$ cat config.mk
export PLATFORM = sky130hd
export DESIGN_NAME = interrupt_sequencer
export DESIGN_NICKNAME = d
export VERILOG_FILES = /design/src/rtl/interrupt_sequencer.sv
export SDC_FILE = /design/constraint.sdc
export NUM_CORES = 1
export LEC_CHECK = 0
export ABC_AREA = 1
export CAP_MARGIN = 20
export CELL_PAD_IN_SITES_DETAIL_PLACEMENT = 0
export CELL_PAD_IN_SITES_GLOBAL_PLACEMENT = 1
export CORE_ASPECT_RATIO = 0.75
export CORE_MARGIN = 1
export CORE_UTILIZATION = 32
export DETAILED_ROUTE_END_ITERATION = 7
export MAX_ROUTING_LAYER = met4
export PLACE_DENSITY = 0.77
export SYNTH_ARGS = -nofsm -noshare
export SYNTH_HDL_FRONTEND = slang
export SYNTH_SLANG_ARGS = --single-unit
export TNS_END_PERCENT = 20
$ cat constraint.sdc
create_clock -name fclk -period 1.28 [get_ports fclk]
set_input_delay 0.32 -clock fclk [delete_from_list [all_inputs] [get_ports fclk]]
set_output_delay 0.32 -clock fclk [all_outputs]
set_load 0.005 [all_outputs]
$ cat src/rtl/interrupt_sequencer.sv
`default_nettype none
// ============================================================================
// Module      : interrupt_sequencer
// Description : Reset/interrupt front end of the 65C02 core. Synchronises the
//               irqb/nmib pins, latches NMI falling edges, arbitrates pending
//               events (NMI > IRQ) at instruction boundaries, issues the
//               5-bit vector-operation request to instruction_decode and then
//               runs the two-cycle vector-pull address sequence.
// Ports       : fclk              core clock (rising edge)
//               resb              async active-low reset (RESB pin)
//               irqb              IRQ pin, active-low, level
//               nmib              NMI pin, active-low, falling edge
//               rdy               advance enable; low freezes FSM and outputs
//               sync              opcode-fetch (instruction boundary) strobe
//               i_flag            processor status I bit
//               vec_ack           decoder accepts the current vector request
//               vector_operations {push_vector,push_resb,push_nmib,push_irqb,
//                                  reset_stack}
//               vector_addr       vector fetch address (valid with vector_pull)
//               vector_pull       high during the two vector fetch cycles
//               int_pending       an event is latched and waiting (IDLE only)
//               busy              high in every state except IDLE
// Revision    : 1.0 - initial release
// ============================================================================
module interrupt_sequencer #(
    parameter int SYNC_STAGES  = 2,
    parameter int RESET_CYCLES = 7
) (
    input  logic        fclk,
    input  logic        resb,
    input  logic        irqb,
    input  logic        nmib,
    input  logic        rdy,
    input  logic        sync,
    input  logic        i_flag,
    input  logic        vec_ack,
    output logic [4:0]  vector_operations,
    output logic [15:0] vector_addr,
    output logic        vector_pull,
    output logic        int_pending,
    output logic        busy
);

    localparam logic [2:0] c_ST_RST_HOLD = 3'd0;
    localparam logic [2:0] c_ST_IDLE     = 3'd1;
    localparam logic [2:0] c_ST_REQ      = 3'd2;
    localparam logic [2:0] c_ST_VEC_LO   = 3'd3;
    localparam logic [2:0] c_ST_VEC_HI   = 3'd4;

    localparam logic [1:0] c_KIND_RESET  = 2'd0;
    localparam logic [1:0] c_KIND_NMI    = 2'd1;
    localparam logic [1:0] c_KIND_IRQ    = 2'd2;

    localparam logic [3:0] c_HOLD_LAST   = 4'(RESET_CYCLES - 1);

    logic [2:0]             state_q, state_d;
    logic [1:0]             kind_q, kind_d;
    logic [3:0]             hold_cnt_q, hold_cnt_d;
    logic [SYNC_STAGES-1:0] irq_sync_q, irq_sync_d;
    logic [SYNC_STAGES-1:0] nmi_sync_q, nmi_sync_d;
    logic                   nmi_prev_q, nmi_prev_d;
    logic                   nmi_latch_q, nmi_latch_d;
    logic [4:0]             vec_ops_q, vec_ops_d;
    logic [15:0]            vec_addr_q, vec_addr_d;
    logic                   vec_pull_q, vec_pull_d;
    logic                   int_pend_q, int_pend_d;
    logic                   busy_q, busy_d;

    logic                   irq_s, nmi_s, irq_req, nmi_fall, nmi_clr;
    logic [15:0]            lo_addr;

    assign irq_s = irq_sync_q[SYNC_STAGES-1];
    assign nmi_s = nmi_sync_q[SYNC_STAGES-1];

    always_comb begin
        irq_sync_d = {irq_sync_q[SYNC_STAGES-2:0], irqb};
        nmi_sync_d = {nmi_sync_q[SYNC_STAGES-2:0], nmib};
        nmi_prev_d = nmi_s;

        irq_req  = ~irq_s & ~i_flag;
        nmi_fall = nmi_prev_q & ~nmi_s;
        // The latch is cleared only by the accepted NMI request; a new edge
        // on that same cycle keeps it set so the event is not lost.
        nmi_clr     = rdy & vec_ack & (state_q == c_ST_REQ) & (kind_q == c_KIND_NMI);
        nmi_latch_d = nmi_fall | (nmi_latch_q & ~nmi_clr);

        state_d    = state_q;
        kind_d     = kind_q;
        hold_cnt_d = hold_cnt_q;

        if (rdy) begin
            case (state_q)
                c_ST_RST_HOLD: begin
                    hold_cnt_d = hold_cnt_q + 4'd1;
                    if (hold_cnt_q == c_HOLD_LAST) begin
                        kind_d  = c_KIND_RESET;
                        state_d = c_ST_REQ;
                    end
                end
                c_ST_IDLE: begin
                    if (sync) begin
                        if (nmi_latch_q) begin
                            kind_d  = c_KIND_NMI;
                            state_d = c_ST_REQ;
                        end else if (irq_req) begin
                            kind_d  = c_KIND_IRQ;
                            state_d = c_ST_REQ;
                        end
                    end
                end
                c_ST_REQ: begin
                    if (vec_ack) begin
                        state_d = c_ST_VEC_LO;
                    end
                end
                c_ST_VEC_LO: state_d = c_ST_VEC_HI;
                c_ST_VEC_HI: state_d = c_ST_IDLE;
                default:     state_d = c_ST_IDLE;
            endcase
        end

        case (kind_d)
            c_KIND_RESET: lo_addr = 16'hFFFC;
            c_KIND_NMI:   lo_addr = 16'hFFFA;
            default:      lo_addr = 16'hFFFE;
        endcase

        // Outputs are registered images of the next state, so a request
        // appears on the cycle after the decision that commits it.
        vec_ops_d  = 5'b00000;
        vec_addr_d = 16'h0000;
        vec_pull_d = 1'b0;
        case (state_d)
            c_ST_REQ: begin
                case (kind_d)
                    c_KIND_RESET: vec_ops_d = 5'b11001;
                    c_KIND_NMI:   vec_ops_d = 5'b10100;
                    default:      vec_ops_d = 5'b10010;
                endcase
            end
            c_ST_VEC_LO: begin
                vec_pull_d = 1'b1;
                vec_addr_d = lo_addr;
            end
            c_ST_VEC_HI: begin
                vec_pull_d = 1'b1;
                vec_addr_d = lo_addr + 16'd1;
            end
            default: ;
        endcase

        busy_d     = (state_d != c_ST_IDLE);
        int_pend_d = rdy ? ((state_d == c_ST_IDLE) & (nmi_latch_d | irq_req)) : int_pend_q;
    end

    always_ff @(posedge fclk or negedge resb) begin
        if (!resb) begin
            state_q     <= c_ST_RST_HOLD;
            kind_q      <= c_KIND_RESET;
            hold_cnt_q  <= 4'd0;
            irq_sync_q  <= '1;
            nmi_sync_q  <= '1;
            nmi_prev_q  <= 1'b1;
            nmi_latch_q <= 1'b0;
            vec_ops_q   <= 5'b00000;
            vec_addr_q  <= 16'h0000;
            vec_pull_q  <= 1'b0;
            int_pend_q  <= 1'b0;
            busy_q      <= 1'b1;
        end else begin
            state_q     <= state_d;
            kind_q      <= kind_d;
            hold_cnt_q  <= hold_cnt_d;
            irq_sync_q  <= irq_sync_d;
            nmi_sync_q  <= nmi_sync_d;
            nmi_prev_q  <= nmi_prev_d;
            nmi_latch_q <= nmi_latch_d;
            vec_ops_q   <= vec_ops_d;
            vec_addr_q  <= vec_addr_d;
            vec_pull_q  <= vec_pull_d;
            int_pend_q  <= int_pend_d;
            busy_q      <= busy_d;
        end
    end

    assign vector_operations = vec_ops_q;
    assign vector_addr       = vec_addr_q;
    assign vector_pull       = vec_pull_q;
    assign int_pending       = int_pend_q;
    assign busy              = busy_q;

endmodule
`default_nettype wire

==> flow_summary.ini <==
[sta]
worst_pin_slew_ps = 269.1
setup-tns-final_ps = -1649
slew_viol_final = 0
timing.final.hold_violations = 0
slew_headroom = 0.8206
post-route-period-util = 1.108
final.setup_skew_ps = 7.890
setup_slack_ps = -138.3
timing.fmax_mhz = 705.1
period_minus_slack_ps = 1418
setup-violations-final = 26
rsz0062_at_grt = yes

[logic_synthesis]
synth-edff-count = 0
syn_avg_cell_area_sq_um = 8.650
synthCells = 150
ys.flop_type = dfrtp_1
synth.most_common_cell = nand2_1
synthTopCellsByCount = nand2_1 (33), dfrtp_1 (19), inv_1 (17), buf_4 (14), nand3_1 (14)
synth_top_cell_by_area = dfrtp_1
synthArstFlopShare = 1.000
synth_top_area_share = 0.3664
ys_types = 23
syn-num-nets = 160
ys_ff_latch = 25
synth_area_leaders = dfrtp_1 (37%), dfstp_2 (12%), nand2_1 (9.5%), buf_4 (8.1%), nand3_1 (5.4%)
yosysWarnings = 0
yosysSeqAreaShare = 0.4879
syn_area_sq_mm = 0.001297

[setup_path]
cp.arrival_ps = 1640
required_ps = 1500
critPathKind = reg -> reg
worst-path-buf-inv = 2
crit_family = simple AND/OR/NAND/NOR gates
start_kind = flop
critPathMaxStageDelay_ps = 400
crit_fanout = 4
end_kind = flop
slowest_stage = dfrtp_1
worstPathCellList = buf_6, inv_6, nor2_2, nand3_1, a21oi_1, nor2_2, nand2_4, nand3_1, nand2_1

[grt]
overflow = 0
grt_max_degree = 26
grt_pass1_wl_mm = 4.836
grt_pass1_vias = 1019
busiest_layer = met2
grt.met1_usage = 0.2238
grt_antenna_before_repair = 0
gr-usage-met2 = 0.2296
grtUsageTotal = 0.1609
grt.met3_usage = 0.03710

[route]
wl_per_cell_um = 12.53
ant_nets = 0
via_count = 1081
viasPerCell = 4.377
firstDrtPassIters = 4
totalWireLength_mm = 3.094
drc = 0
dr.first_iter.drc_count = 81

[die]
fp.dieH_um = 57.15
core_sq_mm = 0.003780
start_util = 0.3433
row_count = 19
dieArea_sq_mm = 0.004316
fp.dieW_um = 75.53
io_pins = 32

[finish]
syn_to_final_growth_pct = 52.75
n_fill_cell = 344
finish.utilization = 0.5243
drive_above_1_share = 0.5231
nNetsFinal = 206
fin_cells = 247
fin_area_sq_mm = 0.001982
n_antenna_cell = 0

[placement]
hpwl_mm = 2.205
gp_congestion = 0.8715
dp.cells = 237
place_area_sq_mm = 0.001744
portBuffers = 31

[clocking]
cts_tree = done
clock_latency_ps = 280
postCtsHoldBufs = 0
tritoncts.num_buffers = 3
clock-root-buffer = clkbuf_8
cts_max_level = 1
clockBufferDepth = 2
clkSinkCount = 25
clkTransAtPathRegs_ps = 90

[power]
ir_drop_mv = 0.8545
power_mw = 4.519
powerDensity_mw_per_mm2 = 2280
cellLeakagePower_nw = 1.020

[outcome]
status = finished, violations left
violations = negative setup slack

[job]
drv_cap = 0

[worst_hold_path]
hold_class = reg -> reg
==> worst paths after layout <==
| path | from | to | slack [ps] | cells after the start |
|---|---|---|---|---|
| max in group asynchronous | resb | nmi_prev_q | 640 | 2 |
| worst max-delay path | state_q[0] | vector_addr[1] | -140 | 9 |
| worst min-delay path | nmi_sync_q[0] | nmi_sync_q[1] | 360 | 0 |
| worst max register to register | state_q[0] | vector_addr[1] | -140 | 9 |
| worst min register to register | nmi_sync_q[0] | nmi_sync_q[1] | 360 | 0 |
| min in group asynchronous | resb | state_q[0] | 400 | 2 |
==> metal layers <==
layer,vias up,share of wire,wire length [um]
met5,-,0,0
met2,21,0.48,1471
met1,523,0.47,1455
met3,5,0.039,121
met4,0,0.015,45
li1,532,-,-
==> cells in the final DEF, fill, tap and decap left out, types with 3 or more instances in the layout <==
master and count:
a21oi_2 3, buf_4 17, buf_6 13, clkbuf_2 6, clkbuf_8 3, clkdlybuf4s50_1 6
dfrtp_1 17, dfstp_2 6, dlygate4sd2_1 9, inv_1 15, inv_2 6, nand2_1 25
nand2_2 9, nand2_4 7, nand3_1 8, nand3_2 5, nand3_4 3, nor2_1 4
nor2_2 9, nor2_4 3
==> cell families (layout without fill, tap and decap cells) <==
family,after synthesis,in the layout,share of synthesized area
xor gates and xnor gates,3,3,0.02025
AOI/OAI and AO/OA,8,8,0.04628
buffers and inverters,38,83,0.1562
DFF,25,25,0.4879
and+or+nand+nor,74,74,0.2700
adders and majority gates,2,2,0.01928
==> power breakdown <==
part	internal, mW	leakage, nW	switching [mW]
combinational	1.39	0.691	1.39
sequential	1.07	0.304	0.199
clock	0.218	0.0255	0.257
total	2.67	1.02	1.85
==> area by class of cell <==
class | count | area (sq um) | share of cell area
flip-flops and latches | 25 | 635.6 | 0.3207
multi-input cells | 87 | 618.1 | 0.3119
repair buffers | 56 | 523.0 | 0.2639
inverters | 23 | 93.84 | 0.04735
well taps | 52 | 65.06 | 0.03283
clock buffers | 3 | 41.29 | 0.02083
clock inverters | 1 | 5.005 | 0.002525
==> flip-flops by register name, summed over array words and instances (netlist names) <==
name               cells
int_pending            1
vector_addr            4
state_q                3
nmi_sync_q             2
busy                   1
irq_sync_q             2
nmi_latch_q            1
nmi_prev_q             1
hold_cnt_q             4
kind_q                 2
vector_operations      4
==> stage by stage <==
stage	setup slack [ps]	hold WS, ps
2_1_floorplan	6.123	24.41
3_3_place_gp	-519.1	348.0
3_5_place_dp	-552.9	349.1
4_1_cts	-182.8	362.3
5_1_grt	-231.8	363.7
6_report	-138.3	359.8
==> what timing repair did <==
item / 4_1_cts / 5_1_grt
endpoints found under the setup margin: 40 / 30
hold endpoints to repair: 0 / 0
resized for setup: 73 / 48
gates cloned: 1 / 0
pin swaps: 3 / 11
buffers inserted: 2 / 3
No activity file was read; power rests on OpenSTA's default activity.
